==> config.mk <==
export PLATFORM = sky130hd
export DESIGN_NAME = eda_fifo_drain
export DESIGN_NICKNAME = d
export VERILOG_FILES = /design/src/rtl/eda_pkg.sv /design/src/rtl/eda_rr_pick.sv /design/src/rtl/eda_fifo_drain.sv
export SDC_FILE = /design/constraint.sdc
export NUM_CORES = 1
export LEC_CHECK = 0
export ABC_AREA = 0
export BUFFER_PORTS_ARGS = -buffer_cell sky130_fd_sc_hd__buf_2
export CORE_MARGIN = 2
export CORE_UTILIZATION = 48
export CTS_CLUSTER_DIAMETER = 30
export DETAILED_ROUTE_END_ITERATION = 10
export PLACE_DENSITY = 0.83
export SLEW_MARGIN = 20
export SYNTH_ARGS = -nofsm -noshare
export SYNTH_HDL_FRONTEND = slang
export SYNTH_SLANG_ARGS = --single-unit
==> constraint.sdc <==
create_clock -name clk -period 4.8 [get_ports clk]
set_clock_uncertainty 0.15 [all_clocks]
set_input_delay 0.48 -clock clk [delete_from_list [all_inputs] [get_ports clk]]
set_output_delay 0.48 -clock clk [all_outputs]
set_load 0.02 [all_outputs]
==> src/rtl/eda_pkg.sv <==
// Shared types and constants for the regional-max flood stage.
package eda_pkg;

    localparam int unsigned CFG_ADDR_WIDTH = 16;
    localparam int unsigned NUM_DIRS       = 8;
    localparam int unsigned DIR_W          = 3;
    localparam int unsigned IDLE_CNT_W     = 4;

    typedef logic [DIR_W-1:0] dir_t;

    localparam dir_t DIR_UPLEFT    = 3'd0;
    localparam dir_t DIR_UP        = 3'd1;
    localparam dir_t DIR_UPRIGHT   = 3'd2;
    localparam dir_t DIR_LEFT      = 3'd3;
    localparam dir_t DIR_RIGHT     = 3'd4;
    localparam dir_t DIR_DOWNLEFT  = 3'd5;
    localparam dir_t DIR_DOWN      = 3'd6;
    localparam dir_t DIR_DOWNRIGHT = 3'd7;

    typedef enum logic [1:0] {
        IDLE,
        DRAIN,
        DONE
    } drain_state_t;

    // Direction d lives on flag/strobe bit 7-d.
    function automatic logic [NUM_DIRS-1:0] dir_to_bit(input dir_t d);
        logic [NUM_DIRS-1:0] b;
        b = '0;
        b[DIR_DOWNRIGHT - d] = 1'b1;
        return b;
    endfunction

endpackage

==> src/rtl/eda_rr_pick.sv <==
// 8-way rotating-priority encoder: first set req at or after ptr, wrapping.
module eda_rr_pick
    import eda_pkg::*;
(
    input  logic [NUM_DIRS-1:0] req,
    input  dir_t                ptr,
    output logic                gnt_vld,
    output dir_t                gnt_idx
);

    dir_t cand;

    // Scan from the farthest offset down so the nearest request wins.
    always_comb begin
        gnt_vld = 1'b0;
        gnt_idx = '0;
        cand    = '0;
        for (int i = int'(NUM_DIRS) - 1; i >= 0; i--) begin
            cand = ptr + DIR_W'(i);
            if (req[cand]) begin
                gnt_vld = 1'b1;
                gnt_idx = cand;
            end
        end
    end

endmodule

==> src/rtl/eda_fifo_drain.sv <==
// Round-robin pop scheduler for the eight neighbour FIFOs with drain detection.
// Optional duplicate-address suppression enabled by EDA_DRAIN_DEDUP_EN.
module eda_fifo_drain
    import eda_pkg::*;
#(
    parameter int unsigned ADDR_WIDTH       = CFG_ADDR_WIDTH,
    parameter int unsigned DONE_IDLE_CYCLES = 4
) (
    input  logic                           clk,
    input  logic                           reset,
    input  logic                           start,
    input  logic [NUM_DIRS-1:0]            fifo_empty,
    input  logic [NUM_DIRS*ADDR_WIDTH-1:0] fifo_data,
    output logic [NUM_DIRS-1:0]            read_en,
    output logic [ADDR_WIDTH-1:0]          pix_addr,
    output dir_t                           pix_dir,
    output logic                           pix_valid,
    input  logic                           pix_ready,
    output logic                           busy,
    output logic                           done
);

    drain_state_t              state_q, state_d;
    dir_t                      ptr_q, ptr_d;
    logic [IDLE_CNT_W-1:0]     idle_cnt_q, idle_cnt_d;
    logic                      pix_valid_d;
    logic [ADDR_WIDTH-1:0]     pix_addr_d;
    dir_t                      pix_dir_d;

    logic [NUM_DIRS-1:0]       req;
    logic [ADDR_WIDTH-1:0]     head [NUM_DIRS];
    logic                      gnt_vld;
    dir_t                      gnt_idx;
    logic [ADDR_WIDTH-1:0]     gnt_addr_c;
    logic                      slot_free_c;
    logic                      pop_c;
    logic                      dup_c;
    logic                      emit_c;

    // Re-index flags and heads by direction.
    for (genvar d = 0; d < NUM_DIRS; d++) begin : g_dir
        assign req[d]  = ~fifo_empty[NUM_DIRS-1-d];
        assign head[d] = fifo_data[(NUM_DIRS-1-d)*ADDR_WIDTH +: ADDR_WIDTH];
    end

    eda_rr_pick u_pick (
        .req     (req),
        .ptr     (ptr_q),
        .gnt_vld (gnt_vld),
        .gnt_idx (gnt_idx)
    );

    assign gnt_addr_c  = head[gnt_idx];
    assign slot_free_c = ~pix_valid | pix_ready;
    assign pop_c       = (state_q == DRAIN) & gnt_vld & slot_free_c;
    assign emit_c      = pop_c & ~dup_c;

`ifdef EDA_DRAIN_DEDUP_EN
    logic [ADDR_WIDTH-1:0] last_addr_q;
    logic                  last_vld_q;

    assign dup_c = last_vld_q & (gnt_addr_c == last_addr_q);

    // Last emitted address, forgotten at the start of each region.
    always_ff @(posedge clk or posedge reset) begin
        if (reset) begin
            last_addr_q <= '0;
            last_vld_q  <= 1'b0;
        end else if (state_q == IDLE && start) begin
            last_addr_q <= '0;
            last_vld_q  <= 1'b0;
        end else if (emit_c) begin
            last_addr_q <= gnt_addr_c;
            last_vld_q  <= 1'b1;
        end
    end
`else
    assign dup_c = 1'b0;
`endif

    // Next-state, pop strobe and output-register updates.
    always_comb begin
        state_d     = state_q;
        ptr_d       = ptr_q;
        idle_cnt_d  = idle_cnt_q;
        pix_valid_d = pix_valid;
        pix_addr_d  = pix_addr;
        pix_dir_d   = pix_dir;
        read_en     = '0;

        case (state_q)
            IDLE: begin
                if (start) begin
                    state_d    = DRAIN;
                    ptr_d      = '0;
                    idle_cnt_d = '0;
                end
            end
            DRAIN: begin
                if (pop_c) begin
                    read_en = dir_to_bit(gnt_idx);
                    ptr_d   = gnt_idx + dir_t'(1);
                    if (emit_c) begin
                        pix_valid_d = 1'b1;
                        pix_addr_d  = gnt_addr_c;
                        pix_dir_d   = gnt_idx;
                    end else begin
                        pix_valid_d = 1'b0;
                    end
                end else if (pix_valid && pix_ready) begin
                    pix_valid_d = 1'b0;
                end

                if (&fifo_empty && !pix_valid) begin
                    idle_cnt_d = idle_cnt_q + IDLE_CNT_W'(1);
                    if (idle_cnt_d == IDLE_CNT_W'(DONE_IDLE_CYCLES)) begin
                        state_d = DONE;
                    end
                end else begin
                    idle_cnt_d = '0;
                end
            end
            DONE: begin
                state_d = IDLE;
            end
            default: begin
                state_d = IDLE;
            end
        endcase
    end

    always_ff @(posedge clk or posedge reset) begin
        if (reset) begin
            state_q    <= IDLE;
            ptr_q      <= '0;
            idle_cnt_q <= '0;
            pix_valid  <= 1'b0;
            pix_addr   <= '0;
            pix_dir    <= DIR_UPLEFT;
            busy       <= 1'b0;
            done       <= 1'b0;
        end else begin
            state_q    <= state_d;
            ptr_q      <= ptr_d;
            idle_cnt_q <= idle_cnt_d;
            pix_valid  <= pix_valid_d;
            pix_addr   <= pix_addr_d;
            pix_dir    <= pix_dir_d;
            busy       <= (state_d != IDLE);
            done       <= (state_d == DONE);
        end
    end

endmodule

==> summary.txt <==
STA
  • Clock period minus worst slack: 4590 ps
  • Fmax: 0.218 GHz
  • Worst-Margin Slew: 622 ps
  • Slew Viols, Final: 0
  • Worst slew margin: 0.585
  • Fin crit share: 0.956
  • RSZ-0062 raised after global routing: false
  • Final Hold Violating Endpoints: 0
  • Final setup TNS: 0 ps
  • Setup ws final: 210 ps
  • Final setup fails: 0

Clock network
  • Clock Latency Late Sink: 280 ps
  • Worst-path clk slew: 70 ps
  • Setup bufs post-CTS: 0
  • Maximum buffer depth of the clock tree: 2
  • CTS tree: done
  • Hold buffers post-CTS: 0
  • H-tree levels: 2
  • CTS sink cnt: 31
  • Inserted Clock Buffers: 5
  • Root buffer cell: clkbuf_8
  • Post-cts resize count: 0

Global route
  • GRT overflow: 0
  • Vias in the first global route: 3496
  • Antenna violations before repair: 0
  • Total track usage: 0.247
  • Largest net degree at the start of global routing: 32
  • First-pass GRT wire length: 16.9 mm

Final layout
  • N_diodes: 0
  • Nets@finish: 682
  • Share of layout cells above drive strength 1: 0.405
  • Post-Layout Cell Count: 637
  • Final instance area: 4570 um^2
  • Area delta synth->final: 25.6%

Placement
  • Placed Instance Area: 4490 um^2
  • Final Wtd Congestion: 0.967
  • Worst slack, placed: 526 ps
  • Placed cell count: 629
  • Dpl hpwl: 8.48 mm
  • Port bufs: 169

Power and ir drop
  • Total power: 4.67 mW
  • Worst vdd ir: 0.000554 V
  • Pwr dens: 1020 nW/um^2
  • Leakage Power: 2.39 nW

Synthesis
  • FF+latch count, synth: 31
  • Synthesized cell area: 3640 um^2
  • Syn nets: 527
  • Count leader, synth: mux2i_1
  • Avg Cell Area, Syn: 9.53 um^2
  • Sequential share of the synthesized area: 0.213
  • Most frequent cells after synthesis: mux2i_1, nand2_1, dfrtp_1, nor2_1, o21ai_1
  • Synth area leaders: mux2i_1, dfrtp_1, mux4_2
  • Number of enable flip-flop cells after synthesis: 0
  • Yosys Warn Count: 0
  • Distinct cells, synth: 48
  • Post-synth ARST share: 1.00
  • Post-synth top area share: 0.338
  • Gate Count Post-Synth: 382
  • Cell taking the most area after synthesis: mux2i_1
  • Prevailing post-synth register cell: dfrtp_1

Worst setup path
  • CP max FO: 14
  • Critical Path Start: ptr_q[0]
  • Worst-path cell chain: clkinv_1 -> ha_1 -> buf_4 -> mux2_2 -> mux4_2 -> o32a_1 -> o211ai_1 -> a21oi_1 -> a221o_2 -> nor4_1 -> buf_2
  • Critical path arrival: 3960 ps
  • Critical path class: flop to output port
  • WP data required: 4170 ps
  • WP buf/inv: 3
  • Max incr delay on CP: 480 ps
  • Worst R2R Start: ptr_q[0]
  • Crit. End Element: output port
  • Startpoint Class: flop
  • Top Family by Delay on Critical Path: compound AO/OA/AOI/OAI gates
  • CP max-delay cell: ha_1

Route
  • Post-route ant nets: 0
  • Vias/cell: 5.61
  • DR iter-0 viols: 201
  • Routed via count: 3576
  • Routed length per instance: 16.6 um
  • 1st-pass router iterations: 4
  • Total wire length: 10.6 mm
  • Remaining DRCs: 0

Hold path
  • Worst Hold Class: input pin to async pin

Floorplanning
  • Initial Utilization: 0.499
  • Die X: 91.1 um
  • Core area: 7290 um^2
  • Die Area: 8300 um^2
  • Die height: 91.1 um
  • I/O Pins: 170
  • Num rows: 31

Outcome
  • Status: finished clean

Flow run
  • Max-Cap Viols: 0
-- layout by cell type, fill, tap and decap left out, types with 4 or more instances in the layout --
cell	netlist	routed
o21ai_0	11	11
buf_4	4	13
mux2i_1	123	123
a21oi_1	5	5
mux2_2	9	9
ha_1	5	5
nand3_1	6	6
nand2_1	36	36
o21ai_1	18	18
nor4_1	5	5
xnor2_1	4	4
o211ai_1	4	4
buf_2	8	169
clkbuf_8	0	5
nor2_1	21	21
and3_1	5	4
dfrtp_1	31	31
mux4_2	17	17
inv_1	7	7
-- flip-flops by register name, summed over array words and instances, names as in the netlist --
name        count
done            1
ptr_q           3
idle_cnt_q      4
state_q         2
pix_addr       16
pix_dir         3
pix_valid       1
busy            1
-- tightest hold or removal path, stage by stage --
cell	delay, ps
buf_2	100
inv_1	40
buf_4	350
-- path summary, 6_finish.rpt --
path | end | slack, ps | cells past startpoint
max in group asynchronous | pix_addr[0] | 4080 | 3
min in group clk | pix_valid | 330 | 4
max reg2reg | pix_addr[4] | 550 | 14
min reg2reg | pix_addr[7] | 330 | 2
min | pix_addr[10] | 120 | 3
max | read_en[7] | 210 | 11
-- layout make-up --
type / count / area, um^2
fill: 635 / 2720
multi-input combinational: 307 / 2610
timing repair buffer: 182 / 943
sequential: 31 / 776
tap: 99 / 124
clock buffer: 6 / 72.6
inverter: 10 / 37.5
clock inverter: 2 / 12.5
-- logic make-up (layout without fill, tap and decap cells) --
| group | count (synthesis) | count (layout) | share of synthesized area |
|---|---|---|---|
| xor gates and xnor gates | 5 | 5 | 0.0120 |
| muxes | 149 | 149 | 0.471 |
| adders and majority gates | 5 | 5 | 0.0172 |
| DFF | 31 | 31 | 0.213 |
| buffers and inverters | 44 | 200 | 0.0729 |
| AOI/OAI and AO/OA | 57 | 57 | 0.0969 |
| and+or+nand+nor | 91 | 91 | 0.117 |
-- per-stage QoR --
step	util	hold slack (ps)
6_report	0.627	122
3_5_place_dp	0.615	322
3_3_place_gp	0.615	311
5_1_grt	0.627	150
2_1_floorplan	-	332
4_1_cts	0.627	134
-- where the power goes --
group / internal, mW / total, mW / switching [mW]
Clock: 0.101 / 0.195 / 0.0941
Sequential: 0.367 / 0.438 / 0.0705
Combinational: 1.88 / 4.04 / 2.16
-- routing by layer --
layer / vias up / track usage / wire (um)
li1: 1733 / - / -
met1: 1683 / 0.332 / 4390
met2: 150 / 0.403 / 5340
met3: 10 / 0.0622 / 788
met4: 0 / 0.0556 / 88
met5: - / 0 / 0
Note: power is estimated with default switching activity, not from simulation.
